$ cat config.mk
export PLATFORM = sky130hd
export DESIGN_NAME = dma_timing_ctrl_mc
export DESIGN_NICKNAME = d
export VERILOG_FILES = /design/src/rtl/dma_timing_ctrl_mc.sv
export SDC_FILE = /design/constraint.sdc
export NUM_CORES = 1
export LEC_CHECK = 0
export CAP_MARGIN = 10
export CORE_MARGIN = 2
export CORE_UTILIZATION = 30
export CTS_BUF_LIST = sky130_fd_sc_hd__clkbuf_2 sky130_fd_sc_hd__clkbuf_4 sky130_fd_sc_hd__clkbuf_8
export CTS_CLUSTER_SIZE = 20
export DETAILED_ROUTE_END_ITERATION = 12
export PLACE_DENSITY_LB_ADDON = 0.1
export SLEW_MARGIN = 10
export SYNTH_ARGS = -nofsm -noshare
export SYNTH_HDL_FRONTEND = slang
export SYNTH_SLANG_ARGS = --single-unit
$ cat constraint.sdc
create_clock -name CLK -period 8.3 [get_ports CLK]
set_clock_uncertainty 0.1 [all_clocks]
set_input_delay 1.66 -clock CLK [delete_from_list [all_inputs] [get_ports CLK]]
set_output_delay 1.66 -clock CLK [all_outputs]
set_load 0.01 [all_outputs]
$ cat src/rtl/dma_timing_ctrl_mc.sv
// ---------------------------------------------------------------------------
// dma_timing_ctrl_mc
// Multi-channel 8237-style DMA timing controller. It arbitrates among the
// per-channel requests using fixed or rotating priority, runs the
// SI/S0..S4 bus cycle, keeps the current address/count per channel, and
// flags terminal count (with optional auto-initialise).
//
// Ports
//   CLK, RESET        clock, synchronous active-high reset
//   dreq, ch_en       per-channel request / software enable
//   ch_mode           6 bits per channel: [1:0] type, [2] autoinit,
//                     [3] addr decrement, [5:4] demand/single/block
//   cmd_rot_pri       rotating (1) or fixed (0) priority
//   cmd_ext_write     write strobe also asserted in S2
//   base_addr/count   base registers per channel
//   ld_ch             pulse: load current regs from base, clear TC state
//   hlda, eop_n_in    hold acknowledge, external end-of-process (low)
//   hrq, aen, adstb   hold request, address enable, address strobe
//   dack              one-hot acknowledge of the active channel
//   ior_n..memw_n     active-low bus strobes
//   eop_n_out         terminal-count pulse in S4 (low)
//   addr              current address of the active channel
//   tc_status, busy   sticky TC flags, FSM not idle
// ---------------------------------------------------------------------------
module dma_timing_ctrl_mc #(
    parameter int NCH = 4,
    parameter int AW  = 16,
    parameter int CW  = 16
) (
    input  logic              CLK,
    input  logic              RESET,
    input  logic [NCH-1:0]    dreq,
    input  logic [NCH-1:0]    ch_en,
    input  logic [6*NCH-1:0]  ch_mode,
    input  logic              cmd_rot_pri,
    input  logic              cmd_ext_write,
    input  logic [AW*NCH-1:0] base_addr,
    input  logic [CW*NCH-1:0] base_count,
    input  logic [NCH-1:0]    ld_ch,
    input  logic              hlda,
    input  logic              eop_n_in,
    output logic              hrq,
    output logic              aen,
    output logic              adstb,
    output logic [NCH-1:0]    dack,
    output logic              ior_n,
    output logic              iow_n,
    output logic              memr_n,
    output logic              memw_n,
    output logic              eop_n_out,
    output logic [AW-1:0]     addr,
    output logic [NCH-1:0]    tc_status,
    output logic              busy
);

    localparam int CHW = (NCH > 1) ? $clog2(NCH) : 1;

    typedef enum logic [5:0] {
        SI = 6'b000001,
        S0 = 6'b000010,
        S1 = 6'b000100,
        S2 = 6'b001000,
        S3 = 6'b010000,
        S4 = 6'b100000
    } state_t;

    state_t                   r_state;
    logic [CHW-1:0]           r_ch;
    logic [CHW-1:0]           r_last;
    logic [NCH-1:0][AW-1:0]   r_addr;
    logic [NCH-1:0][CW-1:0]   r_cnt;
    logic [NCH-1:0]           r_tc;
    logic [NCH-1:0]           r_mask;
    logic                     r_eop;

    logic [NCH-1:0]  w_valid;
    logic            w_any;
    logic [CHW-1:0]  w_win;
    logic [CHW-1:0]  w_cand;
    logic [5:0]      w_mode;
    logic [1:0]      w_type;
    logic            w_auto;
    logic            w_dec;
    logic [1:0]      w_xfer;
    logic [AW-1:0]   w_cur_addr;
    logic [CW-1:0]   w_cur_cnt;
    logic [AW-1:0]   w_base_a;
    logic [CW-1:0]   w_base_c;
    logic            w_tc;
    logic            w_term;
    logic            w_act;
    logic            w_wr;
    logic            w_rd;
    logic            w_rd_on;
    logic            w_wr_on;
    state_t          w_s4_next;

    assign w_valid = dreq & ch_en & ~r_mask;
    assign w_any   = |w_valid;

    // Walk candidates from lowest to highest priority so the last hit wins.
    // Rotating: candidate k slots after the last serviced channel; k = NCH
    // is the last serviced channel itself (lowest priority).
    always_comb begin
        w_win  = '0;
        w_cand = '0;
        for (int k = NCH; k >= 1; k--) begin
            w_cand = cmd_rot_pri ? CHW'((int'(r_last) + k) % NCH) : CHW'(k - 1);
            if (w_valid[w_cand]) w_win = w_cand;
        end
    end

    assign w_mode     = ch_mode[int'(r_ch)*6 +: 6];
    assign w_type     = w_mode[1:0];
    assign w_auto     = w_mode[2];
    assign w_dec      = w_mode[3];
    assign w_xfer     = w_mode[5:4];
    assign w_cur_addr = r_addr[r_ch];
    assign w_cur_cnt  = r_cnt[r_ch];
    assign w_base_a   = base_addr[int'(r_ch)*AW +: AW];
    assign w_base_c   = base_count[int'(r_ch)*CW +: CW];

    // Count of zero going into the S4 update is the last transfer.
    assign w_tc   = (w_cur_cnt == '0);
    assign w_term = w_tc | r_eop;

    always_comb begin
        w_s4_next = SI;
        if (!w_term && hlda) begin
            case (w_xfer)
                2'b10:   w_s4_next = S1;
                2'b00:   w_s4_next = dreq[r_ch] ? S1 : SI;
                default: w_s4_next = SI;
            endcase
        end
    end

    always_ff @(posedge CLK) begin
        if (RESET) begin
            r_state <= SI;
            r_ch    <= '0;
            r_last  <= '0;
            r_addr  <= '0;
            r_cnt   <= '0;
            r_tc    <= '0;
            r_mask  <= '0;
            r_eop   <= 1'b0;
        end else begin
            case (r_state)
                SI: if (w_any) begin
                    r_ch    <= w_win;
                    r_state <= S0;
                end
                S0: if (hlda) r_state <= S1;
                S1: r_state <= S2;
                S2: r_state <= S3;
                S3: r_state <= S4;
                S4: begin
                    r_eop   <= 1'b0;
                    r_state <= w_s4_next;
                    if (w_s4_next == SI) r_last <= r_ch;
                    if (w_term) begin
                        r_tc[r_ch] <= 1'b1;
                        if (!w_auto) r_mask[r_ch] <= 1'b1;
                    end
                    if (w_term && w_auto) begin
                        r_addr[r_ch] <= w_base_a;
                        r_cnt[r_ch]  <= w_base_c;
                    end else begin
                        r_addr[r_ch] <= w_dec ? w_cur_addr - AW'(1) : w_cur_addr + AW'(1);
                        r_cnt[r_ch]  <= w_cur_cnt - CW'(1);
                    end
                end
                default: r_state <= SI;
            endcase

            // External EOP only counts while the bus cycle is in flight.
            if ((r_state == S1 || r_state == S2 || r_state == S3) && !eop_n_in)
                r_eop <= 1'b1;

            // Software load comes last so it overrides a same-cycle S4 update.
            for (int c = 0; c < NCH; c++) begin
                if (ld_ch[c]) begin
                    r_addr[c] <= base_addr[c*AW +: AW];
                    r_cnt[c]  <= base_count[c*CW +: CW];
                    r_tc[c]   <= 1'b0;
                    r_mask[c] <= 1'b0;
                end
            end
        end
    end

    // Moore decode from state and latched channel.
    assign w_act   = (r_state == S1) || (r_state == S2) || (r_state == S3) || (r_state == S4);
    assign w_wr    = (w_type == 2'b01);
    assign w_rd    = (w_type == 2'b10);
    assign w_rd_on = (r_state == S2) || (r_state == S3);
    assign w_wr_on = (r_state == S3) || ((r_state == S2) && cmd_ext_write);

    assign busy      = (r_state != SI);
    assign hrq       = (r_state != SI);
    assign aen       = w_act;
    assign adstb     = (r_state == S1);
    assign dack      = w_act ? (NCH'(1) << r_ch) : '0;
    assign addr      = w_act ? w_cur_addr : '0;
    assign ior_n     = ~(w_wr & w_rd_on);
    assign memw_n    = ~(w_wr & w_wr_on);
    assign memr_n    = ~(w_rd & w_rd_on);
    assign iow_n     = ~(w_rd & w_wr_on);
    assign eop_n_out = ~((r_state == S4) & w_tc);
    assign tc_status = r_tc;

endmodule

==> run summary <==
Io pins - 203
Post-Syn Nets - 1359
Clock Pin Slew Worst Setup and Hold Paths - 0.10 ns
Wire per inst - 23.25 µm
MaxCap Viol Count - 0
Die Area - 36540 µm²
Antenna Nets Post-Route - 0
Worst hold-check path type - flip-flop to flip-flop
RSZ-0062 raised after global routing - false
Critical Path Start Type - flip-flop
HPWL after detailed placement - 27.29 mm
Fin. max-slew vios - 0
Placeable Area - 34540 µm²
CTS Root Cell - clkbuf_8
Crit-path max FO - 37
Row cnt - 68
Power Density - 166.5 nW/µm²
Ys Warns - 0
First-pass GRT wire length - 62.31 mm
Final Cycle Share - 0.6883
Synth area leaders - dfxtp_1, mux4_2, a221oi_2, nand2_1, a21oi_1
Most common cell after layout, fill and taps aside - clkdlybuf4s50_1
CTS Buffer Depth - 2
DIE HEIGHT - 191.2 µm
Layout area overhead - 24.09%
Leading area contributor after synthesis - dfxtp_1
Vias in the first global route - 10025
DRT iter0 DRCs - 725
Total GRT Usage - 0.2250
Vias per std cell - 5.728
Drt total wl - 41.36 mm
Final hold vios - 0
Nets@finish - 1497
Critical Path End Type - primary output
Setup WS pre-CTS - 2.974 ns
CTS Hold Bufs - 0
WS Path Type - flip-flop to primary output
Mapped Area - 10510 µm²
Pin count of the biggest net entering global routing - 64
Max rail drop VDD - 0.09911 mV
Unique masters post-synth - 75
Slew @ Worst Pin - 1.144 ns
Synth top area share - 0.2801
H-tree levels - 4
CTS tree - yes
Remaining DRCs - 0
Sequential share of the synthesized area - 0.2801
Post-synth EDFFs - 0
R2r setup slk - 3.40 ns
Post-CTS sizing - 0
Outcome - complete, no violations
Via count - 10191
Setup TNS - 0 ns
Final worst setup slack - 2.587 ns
Port Buf Inserts - 202
Commonest cells after routing, fill and taps aside - clkdlybuf4s50_1, dfxtp_1, nand2_1
DRT Pass-1 Iters - 5
GRT Residual Overflow - 0
Pleak - 4.547 nW
Initial antenna violation count - 0
Final setup violation count - 0
Tmin final - 5.713 ns
CTS Buf Count - 17
Post-CTS setup buffer count - 0
Cells after synthesis - 1173
Crit path DAT - 3.95 ns
CTS Sinks - 147
Initial Util - 0.3042
Placer congestion estimate - 0.8450
Clock Latency Late Sink - 0.46 ns
#FFs+latches synth - 147
Async SR Flop Fraction - 0
Prevailing post-synth register cell - dfxtp_1
Die X - 191.2 µm
Slew headroom - 0.2365
Filler cell count - 3552
Mean Syn Cell Area - 8.958 µm²
Required @ worst endpoint - 6.54 ns
Diodes inserted - 0
Fraction of layout cells with a size suffix above 1 - 0.1488
Achievable Freq - 0.1750 GHz
## metrics by stage
stage               area, µm²  total power [mW]  std cells  hold slack, ns  utilization
finish                  13040             2.170       1779          0.3833       0.3775
global route            13040             2.280       1779          0.4259       0.3775
CTS                     13040             2.177       1779          0.3930       0.3775
detailed placement      12630             1.567       1747          0.3665       0.3657
global placement        12630             1.571       1747          0.3631       0.3657
floorplan               10510             1.323       1173          0.3278            -
## final timing paths
check / startpoint / endpoint / cells past startpoint
worst max-delay path: r_ch[0]$_SDFFE_PP0P_ / eop_n_out / 6
worst min-delay path: r_mask[1]$_SDFFE_PP0P_ / r_mask[1]$_SDFFE_PP0P_ / 2
worst max register to register: r_ch[0]$_SDFFE_PP0P_ / r_addr[42]$_SDFFE_PP0P_ / 8
worst min register to register: r_mask[1]$_SDFFE_PP0P_ / r_mask[1]$_SDFFE_PP0P_ / 2
## where the power goes
group          switching (mW)  internal, mW
clock network           0.327         0.283
registers              0.0461         0.748
logic                   0.414         0.352
total                   0.788          1.38
## critical path: stages, from the launching register on
cell	delay (ns)
dfxtp_4	0.89
buf_4	0.42
mux4_1	0.67
or4_4	0.48
nor2_1	0.26
nand4_1	0.20
clkdlybuf4s50_1	0.54
## final cells by class
type	instances	area (µm²)	share of cell area
inverters	64	240.2	0.01842
repair buffers	218	2120	0.1626
clock buffers	19	255.2	0.01958
well taps	455	569.3	0.04366
flip-flops and latches	147	2950	0.2263
multi-input cells	863	6754	0.5180
clock inverters	13	150.1	0.01152
## kinds of logic (layout without fill, tap and decap cells)
logic type,count (synthesis),in the layout,share of synthesized area
mux,107,107,0.1927
flops,147,147,0.2801
xor+xnor,18,18,0.01500
fa+ha+maj,16,16,0.01977
simple gates,384,384,0.1718
buf+inv,163,314,0.08169
compound gates,338,338,0.2390
## flip-flops by register name (all words and copies together), names as in the netlist
register   flops
tc_status      4
r_mask         4
r_last         2
r_addr        64
r_state        6
r_eop          1
r_ch           2
r_cnt         64
## synth_stat cells (21+ instances only)
| library cell | instances |
|---|---|
| o22ai_1 | 40 |
| o32ai_1 | 21 |
| clkbuf_1 | 31 |
| buf_2 | 27 |
| a21oi_1 | 98 |
| nor3_1 | 38 |
| a221oi_2 | 36 |
| and2_1 | 28 |
| inv_1 | 63 |
| nor2_1 | 100 |
| a211oi_1 | 31 |
| mux4_2 | 59 |
| nand2_1 | 132 |
| o21ai_0 | 42 |
| dfxtp_1 | 147 |
## per-layer routing
metal | vias up | global-route usage | share of wire
met5 | - | 0 | 0
met4 | 0 | 0.04260 | 0.012
met3 | 38 | 0.04388 | 0.071
met2 | 426 | 0.3654 | 0.47
met1 | 5064 | 0.3113 | 0.45
li1 | 4663 | - | -
No activity file was read; power rests on OpenSTA's default activity.
